<file path="config.mk">
export PLATFORM = sky130hd
export DESIGN_NAME = relobi_rr_mux
export DESIGN_NICKNAME = d
export VERILOG_FILES = /design/src/rtl/relobi_pkg.sv /design/src/rtl/relobi_rr_arb.sv /design/src/rtl/relobi_rr_mux.sv
export SDC_FILE = /design/constraint.sdc
export NUM_CORES = 1
export LEC_CHECK = 0
export CAP_MARGIN = 25
export CORE_AREA = 2 2 126 128
export DETAILED_ROUTE_END_ITERATION = 12
export DIE_AREA = 0 0 128 130
export GPL_TIMING_DRIVEN = 0
export PLACE_DENSITY = 0.61
export SYNTH_ARGS = -nofsm -noshare
export SYNTH_HDL_FRONTEND = slang
export SYNTH_HIERARCHICAL = 1
export SYNTH_SLANG_ARGS = --single-unit
</file>
<file path="constraint.sdc">
create_clock -name clk_i -period 2.65 [get_ports clk_i]
set_input_delay 0.795 -clock clk_i [delete_from_list [all_inputs] [get_ports clk_i]]
set_output_delay 0.795 -clock clk_i [all_outputs]
set_load 0.05 [all_outputs]
</file>
<file path="src/rtl/relobi_pkg.sv">
// relobi_pkg
// Shared types and helpers for the relobi interconnect blocks.
//   obi_cfg_t / ObiDefaultConfig : bus configuration (UseRReady selects the R handshake)
//   obi_a_chan_t / obi_r_chan_t  : default A and R channel payloads
//   obi_req_t / obi_rsp_t        : default request / response structs
//   idx_width(n)                 : index width for n items, never below 1
//   id_entry_t                   : widest source index an ID FIFO entry can carry
package relobi_pkg;

    typedef struct packed {
        bit          UseRReady;
        int unsigned AddrWidth;
        int unsigned DataWidth;
    } obi_cfg_t;

    localparam obi_cfg_t ObiDefaultConfig = '{UseRReady: 1'b1, AddrWidth: 32, DataWidth: 32};

    typedef struct packed {
        logic [31:0] addr;
        logic        we;
        logic [3:0]  be;
        logic [31:0] wdata;
    } obi_a_chan_t;

    typedef struct packed {
        logic [31:0] rdata;
        logic        err;
    } obi_r_chan_t;

    typedef struct packed {
        logic        req;
        obi_a_chan_t a;
        logic        rready;
    } obi_req_t;

    typedef struct packed {
        logic        gnt;
        logic        rvalid;
        obi_r_chan_t r;
    } obi_rsp_t;

    function automatic int unsigned idx_width(input int unsigned n);
        return (n > 1) ? $clog2(n) : 1;
    endfunction

    // Source index stored per outstanding transaction; muxes keep only the
    // low idx_width(NumSbrPorts) bits of it.
    localparam int unsigned IdEntryMaxW = 8;
    typedef logic [IdEntryMaxW-1:0] id_entry_t;

endpackage

</file>
<file path="src/rtl/relobi_rr_arb.sv">
// relobi_rr_arb
// N-way round-robin arbiter with a lock input.
//   clk_i, rst_ni  : clock, async active-low reset
//   req_i          : request vector
//   lock_i         : hold the previous selection (request waiting for grant)
//   lock_sel_i     : selection to hold while locked
//   hs_i           : handshake on the selected request; advances the pointer
//   sel_o, valid_o : selected index and whether it is requesting
module relobi_rr_arb
    import relobi_pkg::*;
#(
    parameter int unsigned NumPorts = 2,
    localparam int unsigned IdxW = idx_width(NumPorts)
) (
    input  logic                clk_i,
    input  logic                rst_ni,
    input  logic [NumPorts-1:0] req_i,
    input  logic                lock_i,
    input  logic [IdxW-1:0]     lock_sel_i,
    input  logic                hs_i,
    output logic [IdxW-1:0]     sel_o,
    output logic                valid_o
);

    logic [IdxW-1:0] rr_ptr_q;

    // Scan from the highest offset down so the requester closest to the
    // pointer is the last (winning) assignment.
    always_comb begin
        int idx;
        sel_o   = rr_ptr_q;
        valid_o = 1'b0;
        idx     = 0;
        if (lock_i) begin
            sel_o   = lock_sel_i;
            valid_o = req_i[lock_sel_i];
        end else begin
            for (int i = int'(NumPorts) - 1; i >= 0; i--) begin
                idx = int'(rr_ptr_q) + i;
                if (idx >= int'(NumPorts)) idx = idx - int'(NumPorts);
                if (req_i[IdxW'(idx)]) begin
                    sel_o   = IdxW'(idx);
                    valid_o = 1'b1;
                end
            end
        end
    end

    always_ff @(posedge clk_i or negedge rst_ni) begin
        if (!rst_ni) begin
            rr_ptr_q <= '0;
        end else if (hs_i) begin
            rr_ptr_q <= (sel_o == IdxW'(NumPorts - 1)) ? '0 : sel_o + 1'b1;
        end
    end

endmodule

</file>
<file path="src/rtl/relobi_rr_mux.sv">
// relobi_rr_mux
// Shares one OBI manager port between NumSbrPorts requesters with round-robin
// arbitration. Each granted transaction pushes its source index into an ID
// FIFO; every R beat is routed to the requester at the FIFO head.
//   clk_i, rst_ni    : clock, async active-low reset
//   sbr_ports_req_i  : requester requests
//   sbr_ports_rsp_o  : requester responses
//   mgr_port_req_o   : shared manager request
//   mgr_port_rsp_i   : shared manager response
//   fault_o          : single-cycle flag, R beat arrived with no outstanding ID
module relobi_rr_mux
    import relobi_pkg::*;
#(
    parameter obi_cfg_t    ObiCfg      = ObiDefaultConfig,
    parameter type         obi_req_t   = relobi_pkg::obi_req_t,
    parameter type         obi_rsp_t   = relobi_pkg::obi_rsp_t,
    parameter int unsigned NumSbrPorts = 2,
    parameter int unsigned MaxTrans    = 4
) (
    input  logic     clk_i,
    input  logic     rst_ni,
    input  obi_req_t sbr_ports_req_i [NumSbrPorts],
    output obi_rsp_t sbr_ports_rsp_o [NumSbrPorts],
    output obi_req_t mgr_port_req_o,
    input  obi_rsp_t mgr_port_rsp_i,
    output logic     fault_o
);

    localparam int unsigned IdxW = idx_width(NumSbrPorts);
    localparam int unsigned PtrW = idx_width(MaxTrans);
    localparam int unsigned CntW = $clog2(MaxTrans + 1);

    typedef logic [IdxW-1:0] idx_t;
    typedef logic [PtrW-1:0] ptr_t;

    function automatic ptr_t ptr_inc(input ptr_t p);
        return (p == PtrW'(MaxTrans - 1)) ? '0 : p + 1'b1;
    endfunction

    logic [NumSbrPorts-1:0] req_vec;
    idx_t                   sel, sel_q, head;
    logic                   arb_valid, lock_q;
    logic                   full, empty, mgr_req, hs, pop, r_ready;
    ptr_t                   wr_ptr_q, rd_ptr_q;
    logic [CntW-1:0]        cnt_q;
    idx_t                   id_fifo_q [MaxTrans];

    always_comb begin
        for (int i = 0; i < int'(NumSbrPorts); i++) req_vec[i] = sbr_ports_req_i[i].req;
    end

    relobi_rr_arb #(
        .NumPorts (NumSbrPorts)
    ) u_arb (
        .clk_i      (clk_i),
        .rst_ni     (rst_ni),
        .req_i      (req_vec),
        .lock_i     (lock_q),
        .lock_sel_i (sel_q),
        .hs_i       (hs),
        .sel_o      (sel),
        .valid_o    (arb_valid)
    );

    assign full    = (cnt_q == CntW'(MaxTrans));
    assign empty   = (cnt_q == '0);
    assign mgr_req = arb_valid & ~full;
    assign hs      = mgr_req & mgr_port_rsp_i.gnt;
    assign head    = id_fifo_q[rd_ptr_q];

    // With no outstanding ID a stray beat is accepted so it drains.
    assign r_ready = (empty || !ObiCfg.UseRReady) ? 1'b1 : sbr_ports_req_i[head].rready;
    assign pop     = mgr_port_rsp_i.rvalid & r_ready & ~empty;
    assign fault_o = mgr_port_rsp_i.rvalid & empty;

    always_comb begin
        mgr_port_req_o        = '0;
        mgr_port_req_o.req    = mgr_req;
        mgr_port_req_o.a      = sbr_ports_req_i[sel].a;
        mgr_port_req_o.rready = r_ready;
    end

    always_comb begin
        for (int i = 0; i < int'(NumSbrPorts); i++) begin
            sbr_ports_rsp_o[i]        = '0;
            sbr_ports_rsp_o[i].r      = mgr_port_rsp_i.r;
            sbr_ports_rsp_o[i].gnt    = hs && (sel == idx_t'(i));
            sbr_ports_rsp_o[i].rvalid = mgr_port_rsp_i.rvalid && !empty && (head == idx_t'(i));
        end
    end

    // Control state: lock, pointers, occupancy.
    always_ff @(posedge clk_i or negedge rst_ni) begin
        if (!rst_ni) begin
            lock_q   <= 1'b0;
            sel_q    <= '0;
            wr_ptr_q <= '0;
            rd_ptr_q <= '0;
            cnt_q    <= '0;
        end else begin
            // A request left waiting must keep its slot until granted.
            lock_q <= mgr_req & ~mgr_port_rsp_i.gnt;
            if (mgr_req && !mgr_port_rsp_i.gnt) sel_q <= sel;
            if (hs)  wr_ptr_q <= ptr_inc(wr_ptr_q);
            if (pop) rd_ptr_q <= ptr_inc(rd_ptr_q);
            case ({hs, pop})
                2'b10:   cnt_q <= cnt_q + 1'b1;
                2'b01:   cnt_q <= cnt_q - 1'b1;
                default: cnt_q <= cnt_q;
            endcase
        end
    end

    // ID storage carries no reset; occupancy alone defines validity.
    always_ff @(posedge clk_i) begin
        if (hs) id_fifo_q[wr_ptr_q] <= sel;
    end

endmodule

</file>
## Word-level counts from Yosys, hierarchy flattened

Memory sizes are Yosys's and may differ from the RTL's.
Cells that the tools add are included.

| cells by class | value |
|---|---|
| add/sub/neg operators | 8 |
| magnitude comparators | 7 |
| equality and inequality tests | 5 |
| mux-type cells | 29 |
| bitwise logic cells | 13 |
| reduce and logical (&&, ||, !) cells | 10 |

Operators by type and width:

| cell | count |
|---|---|
| $mux W70 | 3 |
| $mux W1 | 23 |
| $and A1 B1 Y1 | 6 |
| $eq A2 B2 Y1 const B | 3 |
| $ge A2 B2 Y1 const B | 3 |
| $logic_and A1 B1 Y1 | 6 |
| $lt A1 B3 Y1 const B | 2 |
| $pmux W3 S2 | 1 |
| $not A1 Y1 | 5 |
| $add A2 B1 Y2 const B | 2 |
| $mux W2 | 2 |
| $not A1 Y2 | 2 |
| $add A3 B1 Y3 const B | 1 |
| $eq A3 B3 Y1 const B | 1 |
| $logic_not A3 Y1 | 1 |
| $sub A3 B1 Y3 const B | 1 |
| $add A1 B1 Y2 const B | 1 |
| $eq A2 B1 Y1 const B | 1 |
| $ge A1 B2 Y1 const B | 1 |
| $logic_not A1 Y1 | 2 |
| $lt A1 B2 Y1 const B | 1 |
| $reduce_bool A2 Y1 | 1 |
| $sub A1 B1 Y1 const B | 2 |
| $add A1 B1 Y1 const B | 1 |

| storage, ports and cells | value |
|---|---|
| register bits | 10 |
| RAM bits | 4 |
| input bits | 179 |
| output and inout bits | 142 |
| logic and storage cells | 79 |
| memories kept | 1 |

Memory list:

| memory | depth | width | read ports | clocked after Yosys merged registers in | write ports | line | RTL |
|---|---|---|---|---|---|---|---|
| id_fifo_q | 4 | 1 | 1 | 0 | 1 | relobi_rr_mux.sv:46 | `idx_t id_fifo_q [MaxTrans];` |

## Depth between registers and ports, before layout

| depth | value |
|---|---|
| depth after elaboration | 14 |
| gate-level depth with buffers | 9 |
| depth with buffers taken out | 9 |

## Modules after synthesis

Netlist, hierarchy kept.

Modules (own cells, without submodules):

| module | times used | cells an instance | area an instance (um^2) | seq. area each (um^2) |
|---|---|---|---|---|
| relobi_rr_mux | 1 | 205 | 2,044.5 | 345.3 |
| relobi_rr_arb | 1 | 8 | 75.1 | 25.0 |

## Least setup slack after synthesis

Ideal clock, no wire load.

| path | value |
|---|---|
| kind | reg-to-output |
| from | register lock_q |
| to | output port mgr_port_req_o[10] in the netlist's numbering |
| arrival time | 1,812 ps |
| data required time | 1,855 ps |
| setup slack | 43 ps |
| stages on the path, launching flop included | 5 |
| path buffers | 2 |
| cells stage by stage | dfrtp_1 o21ai_0 clkbuf_1 clkbuf_1 mux2_2 |

RTL lines:

| what | line | RTL |
|---|---|---|
| from (decl) | relobi_rr_mux.sv:42 | `logic arb_valid, lock_q;` |
| from (signal assigned) | relobi_rr_mux.sv:102 | `lock_q <= mgr_req & ~mgr_port_rsp_i.gnt;` |
| to (decl) | relobi_rr_mux.sv:24 | `output obi_req_t mgr_port_req_o,` |

==> flow_metrics.tcl <==
set metrics [dict create \
    status "completed" \
    synth_flop_cell "dfrtp_1" \
    design_area_um2 5729 \
    setup_viol 0 \
    cts.root.buffer_cell "clkbuf_16" \
    insertion_delay_ns 0.24 \
    h-tree-depth 1 \
    drc 0 \
    fmax_mhz 381.4 \
    tightest_slew_ns 0.5383 \
    grt_max_degree 11 \
    area_growth_syn_to_layout_pct 170.3 \
    cts_buffers 3 \
    synth_top_area_frac 0.3666 \
    die_h_um 130 \
    port_buffers 287 \
    cts_tree "yes" \
    hold_path.class "reg -> reg" \
    path_class "reg -> out" \
    ys_ff_latch 14 \
    start_util 0.1374 \
    tns_ns 0 \
    r2r_start "lock_q$_DFF_PN0_" \
    start_kind "register" \
    final_core_util 0.3714 \
    cts.sinks 14 \
    synth_warnings 6 \
    min_to "sel_q$_DFFE_PN0P_" \
    grt_pass1_vias 2667 \
    end_kind "primary output" \
    crit-reg2reg-capture "wr_ptr_q[0]$_DFFE_PN0P_" \
    finalMaxSlewViolations 0 \
    p_per_area_nw_per_um2 951.9 \
    clk_pin_slew_ns 0.04 \
    vias 2676 \
    synth_commonest_cells "69 x mux2_2, 68 x buf_4, 10 x dfrtp_1" \
    worstPathRequired_ns 1.86 \
    ys_async_sr_fraction 0.7143 \
    drt_iter0_markers 46 \
    grt_pass1_wl_um 16390 \
    post-route-min-period_ns 2.622 \
    synth_top_area_cell "mux2_2" \
    drv_cap 0 \
    synthTopCellsByArea "mux2_2 37%, buf_4 24%, dfrtp_1 12%, edfxtp_1 5.7%, ha_1 3.5%" \
    avgSynthCellArea_um2 9.951 \
    final_nets 714 \
    yosysMostFrequentCell "mux2_2" \
    arrival_ns 1.83 \
    postRouteAntennaNets 0 \
    hold_violations 0 \
    drt_pass1_iterations 4 \
    synth_enable_flop_cells 4 \
    clockBufferDepth 2 \
    drive_gt1_frac 0.4858 \
    fin_crit_sh 0.9894 \
    synthesis.nets 399 \
    rr_worst_depth 13 \
    num_io_pins 321 \
    synth.distinct_cells 31 \
    core_area_um2 15420 \
    syn_area_um2 2120 \
    worst_clock_skew_ns 0.003226 \
    wirelength_um 12830 \
    grtUsageTotal 0.1325 \
    slew_headroom 0.6400 \
    dp_hpwl_um 10780 \
    die-area_um2 16640 \
    multi_input_area_um2 1246 \
    row_count 46 \
    min_from "sel_q$_DFFE_PN0P_" \
    synth_seq_area_share 0.1747 \
    seqCellArea_um2 370.4 \
    wl_per_cell_um 17.84 \
    overflow 0 \
    diodes 0 \
    worst-path-max-fanout 10 \
    hold_path_depth 1 \
    leakagePower_nw 2.534 \
    place_area_um2 5233 \
    die_x_um 128 \
    synth_cells 213 \
    r2r_setup_slack_ns 0.17 \
    place_congestion 0.8069 \
    rsz0062_at_grt "yes" \
    vias_per_cell 3.722 \
    ir_drop_uv 576.5 \
    antenna_found_initial 0 \
    final.fill_count 1573 \
]
registers in the layout (all words and copies together), names as in the netlist:
register / cells
sel_q: 1
rd_ptr_q: 2
id_fifo_q: 4
cnt_q: 3
wr_ptr_q: 2
u_arb/rr_ptr_q: 1
lock_q: 1
layout by cell type (no fill, tap or decap), drive strengths merged:
master / count
nor2: 6
and2: 5
nor2b: 1
edfxtp: 4
clkinv: 1
o21ai: 1
dlygate4sd2: 2
mux4: 1
a21oi: 1
ha: 6
fa: 1
nand2: 3
buf: 168
nand3b: 1
clkbuf: 10
xnor2: 1
mux2: 75
dfrtp: 10
o311ai: 2
inv: 8
xor2: 2
or3: 1
mux2i: 3
nand2b: 1
a31o: 1
nor3b: 2
and3: 1
clkdlybuf4s50: 209
logic make-up (layout without fill, tap and decap cells):
| logic type | after synthesis | count (layout) | synth area share |
|---|---|---|---|
| AOI/OAI and AO/OA | 5 | 5 | 0.01712 |
| xor gates and xnor gates | 3 | 3 | 0.01240 |
| adders and majority gates | 7 | 7 | 0.04486 |
| buffers and inverters | 84 | 398 | 0.2698 |
| DFF | 14 | 14 | 0.1747 |
| muxes | 79 | 79 | 0.4268 |
| and+or+nand+nor | 21 | 21 | 0.05432 |
per-layer routing:
| layer | track usage | part of all wire | up-vias |
|---|---|---|---|
| li1 | - | - | 1293 |
| met1 | 0.1559 | 0.38 | 1254 |
| met2 | 0.2416 | 0.53 | 124 |
| met3 | 0.04674 | 0.086 | 5 |
| met4 | 0.01164 | 0.0030 | 0 |
| met5 | 0 | 0 | - |
power breakdown:
| group | internal (mW) | total (mW) | leakage [nW] | switching [mW] |
|---|---|---|---|---|
| Combinational | 2.13 | 4.77 | 2.34 | 2.64 |
| Clock | 0.199 | 0.280 | 0.0385 | 0.0813 |
| Sequential | 0.320 | 0.406 | 0.156 | 0.0859 |
final cells by class:
type,instances,share of cell area
Clock inverter,1,0.0006552
Tap cell,192,0.04193
Buffer,76,0.1188
Timing Repair Buffer,310,0.5381
Multi-Input combinational cell,115,0.2175
Sequential cell,14,0.06464
Clock buffer,3,0.01310
Inverter,8,0.005241
critical path: stages, from the launching register on:
cell	delay [ns]
dfrtp_1	0.42
nand2_2	0.11
o21ai_4	0.09
buf_4	0.16
buf_8	0.12
buf_8	0.14
mux2_2	0.33
buf_2	0.22
metrics by stage:
stage          instances  hold slack, ns  power, mW  setup WS (ns)
2_1_floorplan        213          0.4781      3.070        0.04316
3_3_place_gp         692          0.5028      4.408         -1.298
3_5_place_dp         692          0.5164      4.437         -1.280
4_1_cts              707          0.5244      4.915      -0.005704
5_1_grt              719          0.5513      5.703       -0.03760
6_report             719          0.5264      5.453        0.02797
timing repair:
item,4_1_cts,5_1_grt
endpoints found under the setup margin,77,73
gates cloned,1,6
pin swaps,2,2
resized for setup,476,85
buffers inserted,10,6
hold buffers,0,0
worst max-delay path by stage:
stage | startpoint | end | slack, ns | cells past startpoint
floorplan | lock_q$_DFF_PN0_ | mgr_port_req_o[10] | 0.04 | 4
global placement | lock_q$_DFF_PN0_ | mgr_port_req_o[44] | -1.30 | 5
detailed placement | lock_q$_DFF_PN0_ | mgr_port_req_o[44] | -1.28 | 5
CTS | lock_q$_DFF_PN0_ | mgr_port_req_o[23] | -0.006 | 5
global route | lock_q$_DFF_PN0_ | mgr_port_req_o[54] | -0.04 | 7
finish | lock_q$_DFF_PN0_ | mgr_port_req_o[14] | 0.03 | 7
(Power assumes the default switching activity.)
